## src/rtl/cache_ctrl_pkg.sv

```systemverilog
// Shared state encoding, default way width and memory-latency bounds for the cache miss controller.
// Pure declarations: no logic, no latency, no flow control.
package cache_ctrl_pkg;

  localparam int WAY_W       = 2;
  localparam int CNT_W       = 3;
  localparam int MEM_LAT_MIN = 1;
  localparam int MEM_LAT_MAX = 7;

  typedef logic [2:0] state_t;

  localparam state_t S_IDLE   = 3'd0;
  localparam state_t S_LOOKUP = 3'd1;
  localparam state_t S_WB     = 3'd2;
  localparam state_t S_REFILL = 3'd3;
  localparam state_t S_FILL   = 3'd4;
  localparam state_t S_RESP   = 3'd5;

  // An out-of-range MEM_LAT is pinned to the nearest legal value so REFILL always terminates.
  function automatic logic [CNT_W-1:0] lat_load(input int lat);
    if (lat < MEM_LAT_MIN) return CNT_W'(MEM_LAT_MIN);
    if (lat > MEM_LAT_MAX) return CNT_W'(MEM_LAT_MAX);
    return CNT_W'(lat);
  endfunction

endpackage

```

## src/rtl/cache_ctrl_lat_cnt.sv

```systemverilog
// Loadable down-counter: o_done pulses on the last enabled cycle of a loaded count.
// Latency: o_done is high in the i_val-th enabled cycle after i_load. No backpressure.
module cache_ctrl_lat_cnt #(
  parameter int CNT_W = 3
) (
  input  logic             clock,
  input  logic             reset_n,
  input  logic             i_load,
  input  logic [CNT_W-1:0] i_val,
  input  logic             i_en,
  output logic             o_done
);

  logic [CNT_W-1:0] r_cnt;

  always_ff @(posedge clock or negedge reset_n) begin
    if (!reset_n) begin
      r_cnt <= '0;
    end else if (i_load) begin
      r_cnt <= i_val;
    end else if (i_en && (r_cnt != '0)) begin
      r_cnt <= r_cnt - 1'b1;
    end
  end

  assign o_done = i_en && (r_cnt == CNT_W'(1));

endmodule

```

## src/rtl/cache_miss_controller.sv

```systemverilog
// Sequences CPU accesses: lookup, dirty writeback, refill and array update; optional stats via CACHE_CTRL_STATS_EN.
// Latency: hit 2, clean miss 3+MEM_LAT, dirty miss 4+MEM_LAT cycles; one request in flight, req_ready only in IDLE.
module cache_miss_controller #(
  parameter int ADDR_W  = 5,
  parameter int DATA_W  = 5,
  parameter int WAY_W   = cache_ctrl_pkg::WAY_W,
  parameter int MEM_LAT = 1
) (
  input  logic              clock,
  input  logic              reset_n,
  input  logic              req_valid,
  output logic              req_ready,
  input  logic              req_write,
  input  logic [ADDR_W-1:0] req_addr,
  input  logic [DATA_W-1:0] req_wdata,
  output logic              resp_valid,
  output logic              resp_hit,
  output logic [DATA_W-1:0] resp_rdata,
  output logic [ADDR_W-1:0] lookup_addr,
  input  logic              lookup_hit,
  input  logic [WAY_W-1:0]  lookup_way,
  input  logic [DATA_W-1:0] lookup_data,
  input  logic [WAY_W-1:0]  victim_way,
  input  logic              victim_valid,
  input  logic              victim_dirty,
  input  logic [ADDR_W-1:0] victim_addr,
  input  logic [DATA_W-1:0] victim_data,
  output logic              cache_we,
  output logic [WAY_W-1:0]  cache_way,
  output logic [ADDR_W-1:0] cache_tag,
  output logic [DATA_W-1:0] cache_wdata,
  output logic              cache_dirty,
  output logic              lru_touch,
  output logic [WAY_W-1:0]  lru_way,
  output logic [ADDR_W-1:0] mem_addr,
  output logic              mem_we,
  output logic [DATA_W-1:0] mem_wdata,
`ifdef CACHE_CTRL_STATS_EN
  output logic [15:0]       hit_count,
  output logic [15:0]       miss_count,
  output logic [15:0]       wb_count,
`endif
  input  logic [DATA_W-1:0] mem_rdata
);

  import cache_ctrl_pkg::*;

  state_t              r_state;
  state_t              w_next;
  logic                r_write;
  logic [ADDR_W-1:0]   r_addr;
  logic [DATA_W-1:0]   r_wdata;
  logic                r_hit;
  logic [DATA_W-1:0]   r_rdata;
  logic [WAY_W-1:0]    r_vway;
  logic [ADDR_W-1:0]   r_vaddr;
  logic [DATA_W-1:0]   r_vdata;
  logic                w_vic_dirty;
  logic                w_cnt_load;
  logic                w_cnt_done;

  // An invalid victim never needs writing back, whatever its dirty bit says.
  assign w_vic_dirty = victim_valid && victim_dirty;
  assign w_cnt_load  = (r_state != S_REFILL) && (w_next == S_REFILL);

  cache_ctrl_lat_cnt #(
    .CNT_W (CNT_W)
  ) u_lat_cnt (
    .clock   (clock),
    .reset_n (reset_n),
    .i_load  (w_cnt_load),
    .i_val   (lat_load(MEM_LAT)),
    .i_en    (r_state == S_REFILL),
    .o_done  (w_cnt_done)
  );

  always_ff @(posedge clock or negedge reset_n) begin
    if (!reset_n) r_state <= S_IDLE;
    else          r_state <= w_next;
  end

  always_comb begin
    w_next = r_state;
    case (r_state)
      S_IDLE:   if (req_valid) w_next = S_LOOKUP;
      S_LOOKUP: begin
        if (lookup_hit)       w_next = S_RESP;
        else if (w_vic_dirty) w_next = S_WB;
        else                  w_next = S_REFILL;
      end
      S_WB:     w_next = S_REFILL;
      S_REFILL: if (w_cnt_done) w_next = S_FILL;
      S_FILL:   w_next = S_RESP;
      S_RESP:   w_next = S_IDLE;
      default:  w_next = S_IDLE;
    endcase
  end

  always_comb begin
    req_ready   = 1'b0;
    resp_valid  = 1'b0;
    resp_hit    = 1'b0;
    resp_rdata  = '0;
    lookup_addr = '0;
    cache_we    = 1'b0;
    cache_way   = '0;
    cache_tag   = '0;
    cache_wdata = '0;
    cache_dirty = 1'b0;
    lru_touch   = 1'b0;
    lru_way     = '0;
    mem_addr    = '0;
    mem_we      = 1'b0;
    mem_wdata   = '0;
    case (r_state)
      S_IDLE:   req_ready = 1'b1;
      S_LOOKUP: begin
        lookup_addr = r_addr;
        if (lookup_hit) begin
          lru_touch = 1'b1;
          lru_way   = lookup_way;
          if (r_write) begin
            cache_we    = 1'b1;
            cache_way   = lookup_way;
            cache_tag   = r_addr;
            cache_wdata = r_wdata;
            cache_dirty = 1'b1;
          end
        end
      end
      S_WB: begin
        mem_we    = 1'b1;
        mem_addr  = r_vaddr;
        mem_wdata = r_vdata;
      end
      S_REFILL: mem_addr = r_addr;
      S_FILL: begin
        // Write-allocate: a write miss installs its own data and drops the refill word.
        cache_we    = 1'b1;
        cache_way   = r_vway;
        cache_tag   = r_addr;
        cache_wdata = r_write ? r_wdata : mem_rdata;
        cache_dirty = r_write;
        lru_touch   = 1'b1;
        lru_way     = r_vway;
      end
      S_RESP: begin
        resp_valid = 1'b1;
        resp_hit   = r_hit;
        resp_rdata = r_write ? '0 : r_rdata;
      end
      default: ;
    endcase
  end

  always_ff @(posedge clock or negedge reset_n) begin
    if (!reset_n) begin
      r_write <= 1'b0;
      r_addr  <= '0;
      r_wdata <= '0;
      r_hit   <= 1'b0;
      r_rdata <= '0;
      r_vway  <= '0;
      r_vaddr <= '0;
      r_vdata <= '0;
    end else begin
      case (r_state)
        S_IDLE: if (req_valid) begin
          r_write <= req_write;
          r_addr  <= req_addr;
          r_wdata <= req_wdata;
          r_hit   <= 1'b0;
          r_rdata <= '0;
        end
        S_LOOKUP: begin
          r_hit   <= lookup_hit;
          if (lookup_hit && !r_write) r_rdata <= lookup_data;
          r_vway  <= victim_way;
          r_vaddr <= victim_addr;
          r_vdata <= victim_data;
        end
        S_FILL: if (!r_write) r_rdata <= mem_rdata;
        default: ;
      endcase
    end
  end

`ifdef CACHE_CTRL_STATS_EN
  logic [15:0] r_hit_cnt;
  logic [15:0] r_miss_cnt;
  logic [15:0] r_wb_cnt;

  always_ff @(posedge clock or negedge reset_n) begin
    if (!reset_n) begin
      r_hit_cnt  <= '0;
      r_miss_cnt <= '0;
      r_wb_cnt   <= '0;
    end else begin
      if (r_state == S_RESP && r_hit && r_hit_cnt != 16'hFFFF)    r_hit_cnt  <= r_hit_cnt + 16'd1;
      if (r_state == S_RESP && !r_hit && r_miss_cnt != 16'hFFFF)  r_miss_cnt <= r_miss_cnt + 16'd1;
      if (r_state == S_WB && r_wb_cnt != 16'hFFFF)                r_wb_cnt   <= r_wb_cnt + 16'd1;
    end
  end

  assign hit_count  = r_hit_cnt;
  assign miss_count = r_miss_cnt;
  assign wb_count   = r_wb_cnt;
`endif

endmodule
```

## config.mk

```make
export PLATFORM = sky130hd
export DESIGN_NAME = cache_miss_controller
export DESIGN_NICKNAME = d
export VERILOG_FILES = /design/src/rtl/cache_ctrl_pkg.sv /design/src/rtl/cache_ctrl_lat_cnt.sv /design/src/rtl/cache_miss_controller.sv
export SDC_FILE = /design/constraint.sdc
export NUM_CORES = 1
export LEC_CHECK = 0
export CORE_MARGIN = 8
export CORE_UTILIZATION = 60
export DETAILED_ROUTE_END_ITERATION = 6
export DONT_BUFFER_PORTS = 1
export PLACE_DENSITY = 0.75
export SYNTH_ARGS = -nofsm -noshare
export SYNTH_HDL_FRONTEND = slang
export SYNTH_SLANG_ARGS = --single-unit
```

## constraint.sdc

```tcl
create_clock -name clock -period 2.2 [get_ports clock]
set_input_delay 0.22 -clock clock [delete_from_list [all_inputs] [get_ports clock]]
set_output_delay 0.22 -clock clock [all_outputs]
set_load 0.05 [all_outputs]
```

==> load_flow_metrics.sql, run 1 <==
INSERT INTO impl_metrics (metric_group, metric, value, unit) VALUES
('final_layout', 'multi_input_comb_area', '0.001074', 'mm2'),
('timing', 'layout_worst_path_cycle_share', '94.13', '%'),
('routing', 'totalWireLength', '5761', 'um'),
('timing', 'final.min_clock_period', '2071', 'ps'),
('setup_path', 'worstPathRequired', '1980', 'ps'),
('routing', 'vias_per_cell', '5.795', ''),
('final_layout', 'final_util', '86.67', '%'),
('floorplanning', 'initial_utilization', '61.64', '%'),
('final_layout', 'sequential_cell_area', '879.6', 'um2'),
('setup_path', 'worst-setup-path-type', 'register to output port', ''),
('clock_tree', 'cts_made_buffers', '5', ''),
('setup_path', 'timing.critical_path.arrival', '1850', 'ps'),
('hold_path', 'holdCritPathClass', 'primary input to register', ''),
('floorplanning', 'fp-row-count', '21', ''),
('clock_tree', 'cts.reportedPaths.clkPinSlew', '120', 'ps'),
('timing', 'final.setup_skew', '5.896', 'ps'),
('logic_synthesis', 'yosys-top-cells-count', 'sky130_fd_sc_hd__dfrtp_1 (35), sky130_fd_sc_hd__mux2_2 (24), sky130_fd_sc_hd__and2_1 (22), sky130_fd_sc_hd__a22o_1 (9), sky130_fd_sc_hd__nor2_1 (7)', ''),
('global_routing', 'grt_pass1_wl', '8866', 'um'),
('setup_path', 'timing.critical_path.to_type', 'output port', ''),
('routing', 'drt_drc', '0', ''),
('clock_tree', 'cts_tree', 'yes', ''),
('floorplanning', 'die_height', '74.09', 'um'),
('clock_tree', 'clkSinkCount', '35', ''),
('final_layout', 'post_layout_nets', '261', ''),
('setup_path', 'slowest_delay', '550', 'ps'),
('clock_tree', 'clk_latency', '340', 'ps'),
('power_and_ir_drop', 'vdd_drop_max', '1266', 'uV'),
('placement', 'preCtsSetupSlack', '355.0', 'ps'),
('logic_synthesis', 'synth_top_area_share', '43.26', '%'),
('logic_synthesis', 'netlist_top_cells_area', 'sky130_fd_sc_hd__dfrtp_1 (43%), sky130_fd_sc_hd__mux2_2 (13%), sky130_fd_sc_hd__and2_1 (6.8%), sky130_fd_sc_hd__a22o_1 (3.9%), sky130_fd_sc_hd__mux2_4 (3.7%)', ''),
('floorplanning', 'floorplan.io_pins', '82', ''),
('placement', 'io_buffers', '0', ''),
('clock_tree', 'cts_max_path_buffers', '2', ''),
('logic_synthesis', 'syn-mean-instance-area', '11.98', 'um2'),
('global_routing', 'grt_max_degree', '36', ''),
('global_routing', 'antenna_found_initial', '0', ''),
('setup_path', 'path_cells', 'nor3b_4 -> and2b_2 -> a22o_1 -> buf_12', ''),
('job', 'cap_violations', '0', ''),
('setup_path', 'critPathBufInv', '1', ''),
('timing', 'setup_ws', '129.0', 'ps'),
('timing', 'grt_setup_unrepaired', 'no', ''),
('global_routing', 'first_global_vias', '1723', ''),
('setup_path', 'cp_delay_by_family_top', 'simple AND/OR/NAND/NOR gates', ''),
('setup_path', 'path_max_fanout', '16', ''),
('routing', 'dr.first_iter.drc_count', '86', ''),
('power_and_ir_drop', 'leakage', '1.260', 'nW'),
('final_layout', 'antenna_cells', '0', ''),
('floorplanning', 'design.core.area', '0.003284', 'mm2'),
('timing', 'final_max_slew_viol_count', '0', ''),
('run_status', 'result_of_the_run', 'finished, final reports clean', ''),
('timing', 'relSlewSlack', '61.47', '%'),
('floorplanning', 'fp.dieArea', '0.005489', 'mm2'),
('final_layout', 'final_layout_size_suffix_gt1_share', '47.25', '%'),
('logic_synthesis', 'synth_warnings', '0', ''),
('logic_synthesis', 'yosysUniqueCellTypes', '40', ''),
('floorplanning', 'chipWidth', '74.09', 'um'),
('logic_synthesis', 'seq_area_frac_synth', '43.26', '%'),
('timing', 'worst_hold_slack', '19.16', 'ps'),
('logic_synthesis', 'post_synth_inst_count', '169', ''),
('final_layout', 'syn2layout_area_growth', '40.61', '%'),
('routing', 'vias', '1530', ''),
('routing', 'detailedRoute.firstPassIterationCount', '4', ''),
('logic_synthesis', 'post-synth-top-area-cell', 'sky130_fd_sc_hd__dfrtp_1', ''),
('timing', 'tns', '0', 'ps'),
('logic_synthesis', 'synth_edf_count', '0', ''),
('clock_tree', 'cts.root.buffer_cell', 'sky130_fd_sc_hd__clkbuf_4', ''),
('logic_synthesis', 'postSynthNetCount', '213', ''),
('placement', 'detailedPlacementHpwl', '4317', 'um'),
('global_routing', 'grt_use_total', '21.61', '%'),
('logic_synthesis', 'postSynth.asyncResetShare', '100.0', '%'),
('setup_path', 'cp-start-kind', 'register', '');
-- per-stage QoR --
stage | instances | cell area [um2]
detailed placement | 252 | 2733
global placement | 252 | 2733
floorplan | 169 | 2036
finish | 264 | 2846
CTS | 262 | 2818
global route | 264 | 2846
-- flip-flops by register name (all words and copies together) (netlist names), 2 cells and up --
register and count:
r_addr 5, r_rdata 5, r_vaddr 5, r_vdata 5, r_wdata 5, r_state 3, u_lat_cnt.r_cnt 3, r_vway 2
-- cell type report --
class | instances | area share, %
well taps | 46 | 2.022
clock inverters | 2 | 0.4396
flip-flops and latches | 35 | 30.90
multi-input cells | 121 | 37.71
clock buffers | 6 | 1.451
inverters | 5 | 0.6593
repair buffers | 49 | 26.81
-- cells in the final DEF, fill, tap and decap left out, types with 3 or more instances in the layout --
cell,count
sky130_fd_sc_hd__dfrtp_1,32
sky130_fd_sc_hd__nor2_1,6
sky130_fd_sc_hd__nand2b_1,3
sky130_fd_sc_hd__mux2i_1,6
sky130_fd_sc_hd__mux2_2,24
sky130_fd_sc_hd__inv_1,5
sky130_fd_sc_hd__and2_1,22
sky130_fd_sc_hd__buf_4,15
sky130_fd_sc_hd__mux2_4,5
sky130_fd_sc_hd__clkbuf_4,5
sky130_fd_sc_hd__dlygate4sd3_1,3
sky130_fd_sc_hd__o21ai_0,3
sky130_fd_sc_hd__a22o_1,9
sky130_fd_sc_hd__ha_1,3
sky130_fd_sc_hd__dfrtp_2,3
sky130_fd_sc_hd__a22o_2,3
sky130_fd_sc_hd__buf_12,31
-- power breakdown --
part           leakage [nW]  switching [mW]  internal (mW)  total [mW]
sequential            0.421           0.345          0.968        1.31
clock                0.0282           0.227          0.123       0.350
combinational         0.811            1.54           1.37        2.91
-- path summary, 6_finish.rpt --
path / startpoint / endpoint / slack (ps) / cells past startpoint
worst min-delay path: req_write / r_write / 20 / 1
worst max-delay path: r_state[2] / cache_wdata[4] / 130 / 4
worst min register to register: r_vdata[2] / r_vdata[2] / 520 / 1
min in group asynchronous: reset_n / r_rdata[4] / 340 / 2
worst max register to register: r_state[1] / r_addr[4] / 380 / 3
max in group asynchronous: reset_n / r_state[2] / 1660 / 2
-- kinds of logic (layout without fill, tap and decap cells) --
logic type / after synthesis / count (layout) / synth area share, %
flip-flops: 35 / 35 / 43.26
buffers and inverters: 13 / 62 / 4.574
AND/OR/NAND/NOR: 52 / 52 / 17.24
XOR/XNOR: 1 / 1 / 0.4327
AO/OA/AOI/OAI: 30 / 30 / 12.61
adder cells (fa/ha/maj): 3 / 3 / 1.854
multiplexers: 35 / 35 / 20.02
-- routing by layer --
| metal | GRT usage (%) | share of wire [%] | wire (um) | up-vias |
|---|---|---|---|---|
| li1 | - | - | - | 701 |
| met1 | 21.84 | 37 | 2114 | 763 |
| met2 | 38.48 | 54 | 3126 | 54 |
| met3 | 8.760 | 7.1 | 407 | 12 |
| met4 | 8.647 | 2.0 | 114 | 0 |
| met5 | 0 | 0 | 0 | - |
-- what timing repair did --
item	CTS	global route
setup buffers	0	0
endpoints found under the hold margin	35	2
gates cloned	0	0
pin swaps	0	0
hold buffers	2	2
resized for setup	1	3
endpoints found under the setup margin	5	30
No activity file was read; power rests on OpenSTA's default activity.
==> inputs of run 2 (changes only) <==
--- a/config.mk
+++ b/config.mk
@@ -9,6 +9,7 @@
 export CORE_UTILIZATION = 60
 export DETAILED_ROUTE_END_ITERATION = 6
 export DONT_BUFFER_PORTS = 1
+export GPL_TIMING_DRIVEN = 0
 export PLACE_DENSITY = 0.75
 export SYNTH_ARGS = -nofsm -noshare
 export SYNTH_HDL_FRONTEND = slang
==> run 2 against run 1 <==
The flow now finishes with violations (negative setup slack); global-route usage down 2.3 points; sequential power down 5%; non-clock buffer count fell by 30; largest cell class unchanged; largest power group unchanged.
==> load_flow_metrics.sql, run 2 (same netlist as run 1, synthesis figures left out) <==
INSERT INTO impl_metrics (metric_group, metric, value, unit) VALUES
('run_status', 'result_of_the_run', 'finished with violations', ''),
('run_status', 'failing_checks', 'negative setup slack', ''),
('timing', 'max_freq', '440.6', 'MHz'),
('hold_path', 'hold-path-cell-count', '1', ''),
('timing', 'tightestPinTransition', '896.3', 'ps'),
('timing', 'final-setup-viol-count', '18', ''),
('routing', 'routed_wire_length_per_instance', '22.91', 'um'),
('timing', 'layout_worst_path_cycle_share', '103.2', '%'),
('floorplanning', 'design.core.area', '0.003284', 'mm2'),
('setup_path', 'cp_delay_by_family_top', 'compound AO/OA/AOI/OAI gates', ''),
('setup_path', 'r2r_end', 'r_wdata[2]', ''),
('global_routing', 'grt_max_degree', '36', ''),
('setup_path', 'worstReg2RegStart', 'r_state[0]', ''),
('routing', 'totalWireLength', '5362', 'um'),
('power_and_ir_drop', 'leakage', '1.097', 'nW'),
('timing', 'finalHoldViolCount', '0', ''),
('floorplanning', 'floorplan.io_pins', '82', ''),
('hold_path', 'hold-path-endpoint', 'r_wdata[1]', ''),
('setup_path', 'worstPathRequired', '1980', 'ps'),
('placement', 'globalplace.congestion', '0.7548', ''),
('power_and_ir_drop', 'vdd_drop_max', '977.9', 'uV'),
('final_layout', 'syn2layout_area_growth', '19.34', '%'),
('setup_path', 'timing.reg2reg.setup_slack', '-50', 'ps'),
('final_layout', 'layout_common_cells', 'sky130_fd_sc_hd__dfrtp_1 (32), sky130_fd_sc_hd__mux2_2 (24), sky130_fd_sc_hd__buf_4 (11), sky130_fd_sc_hd__and2_2 (10), sky130_fd_sc_hd__and2_4 (9)', ''),
('setup_path', 'worst-setup-path-type', 'register to output port', ''),
('placement', 'detailedPlacementHpwl', '3681', 'um'),
('timing', 'relSlewSlack', '39.92', '%'),
('clock_tree', 'cts_max_path_buffers', '2', ''),
('routing', 'dr.first_iter.drc_count', '53', ''),
('setup_path', 'critical-path-slowest-cell', 'sky130_fd_sc_hd__a21oi_4', ''),
('job', 'cap_violations', '0', ''),
('floorplanning', 'die_height', '74.09', 'um'),
('clock_tree', 'htree_levels', '2', ''),
('timing', 'tns', '-736.9', 'ps'),
('hold_path', 'holdCritPathClass', 'primary input to register', ''),
('clock_tree', 'cts_made_buffers', '5', ''),
('global_routing', 'antenna_found_initial', '0', ''),
('routing', 'detailedRoute.firstPassIterationCount', '5', ''),
('floorplanning', 'fp-row-count', '21', ''),
('final_layout', 'final_layout_size_suffix_gt1_share', '59.57', '%'),
('setup_path', 'timing.critical_path.to_type', 'output port', ''),
('placement', 'place.detailed.instances', '215', ''),
('clock_tree', 'clkSinkCount', '35', ''),
('routing', 'vias', '1445', ''),
('global_routing', 'grt_pass1_wl', '8031', 'um'),
('placement', 'preCtsSetupSlack', '-127.0', 'ps'),
('final_layout', 'post_layout_nets', '231', ''),
('setup_path', 'critPathBufInv', '1', ''),
('routing', 'vias_per_cell', '6.175', ''),
('routing', 'final_antenna_net_count', '0', ''),
('timing', 'final.min_clock_period', '2270', 'ps'),
('power_and_ir_drop', 'total_power', '4.275', 'mW'),
('clock_tree', 'cts_tree', 'yes', ''),
('global_routing', 'grt_use_total', '19.28', '%'),
('clock_tree', 'cts.reportedPaths.clkPinSlew', '110', 'ps'),
('setup_path', 'timing.critical_path.arrival', '2050', 'ps'),
('setup_path', 'path_cells', 'buf_6 -> nand4b_1 -> a21oi_4 -> o211a_4', ''),
('floorplanning', 'fp.dieArea', '0.005489', 'mm2'),
('final_layout', 'layoutNonFillerInstCount', '234', ''),
('setup_path', 'slowest_delay', '510', 'ps'),
('power_and_ir_drop', 'p_per_area', '1769', 'mW/mm2'),
('floorplanning', 'initial_utilization', '61.64', '%'),
('global_routing', 'first_global_vias', '1563', ''),
('setup_path', 'reg2reg_depth', '5', ''),
('final_layout', 'antenna_cells', '0', ''),
('clock_tree', 'cts.root.buffer_cell', 'sky130_fd_sc_hd__clkbuf_4', ''),
('setup_path', 'cp-start-kind', 'register', ''),
('timing', 'worst_hold_slack', '24.91', 'ps'),
('placement', 'io_buffers', '0', ''),
('global_routing', 'globalRouteOverflowTotal', '0', ''),
('timing', 'final_max_slew_viol_count', '0', ''),
('clock_tree', 'clk_latency', '340', 'ps'),
('routing', 'drt_drc', '0', ''),
('final_layout', 'layout.cells.most_common', 'sky130_fd_sc_hd__dfrtp_1', ''),
('timing', 'grt_setup_unrepaired', 'yes', ''),
('hold_path', 'timing.hold.worst.start', 'req_wdata[1]', ''),
('timing', 'setup_ws', '-69.55', 'ps'),
('setup_path', 'path_max_fanout', '9', ''),
('floorplanning', 'chipWidth', '74.09', 'um'),
('timing', 'final.setup_skew', '15.91', 'ps');
## run 2: area by class of cell
type	count	area, um2
well taps	46	57.56
plain buffers	8	80.08
flip-flops and latches	35	879.6
multi-input cells	121	1214
repair buffers	11	97.59
fillers	223	868.3
inverters	5	18.77
clock buffers	8	68.82
## run 2: worst max-delay path by stage
stage | start | to | slack, ps | cells after the start
global route | r_state[2] | cache_tag[4] | -150 | 4
finish | r_state[2] | cache_tag[4] | -70 | 4
CTS | r_state[2] | cache_tag[1] | -70 | 4
floorplan | r_state[0] | cache_wdata[0] | 70 | 4
global placement | r_state[2] | cache_tag[2] | -90 | 4
detailed placement | r_state[2] | cache_tag[1] | -130 | 4
## run 2: worst register-to-register path, delay by kind of cell (launching register included)
kind | cells | cell delay [ps]
buf+inv | 2 | 370
mux | 1 | 350
flops | 1 | 430
simple gates | 2 | 1000
## run 2: power breakdown
group	switching, mW	internal (mW)	total [mW]
clock	0.206	0.188	0.394
sequential	0.274	0.970	1.24
combinational	1.59	1.05	2.64
## run 2: what timing repair did
item / 4_1_cts / 5_1_grt
resized for setup: 57 / 6
hold buffers: 2 / 0
buffers inserted: 5 / 4
hold endpoints to repair: 35 / 0
pin swaps: 9 / 6
setup endpoints to repair: 42 / 32
## run 2: metal layers
metal	global-route usage [%]	share of wire (%)	vias to the layer above	wire length [um]
met4	9.091	2.3	0	126
met3	8.356	7.7	16	413
met2	30.96	51	63	2748
li1	-	-	645	-
met5	0	0	-	0
met1	21.46	39	721	2073
## run 2: stage by stage
| stage | util, % | area (um2) |
|---|---|---|
| global placement | 63.73 | 2093 |
| floorplan | - | 2036 |
| detailed placement | 63.73 | 2093 |
| CTS | 72.11 | 2369 |
| global route | 73.56 | 2416 |
| finish | 73.56 | 2416 |
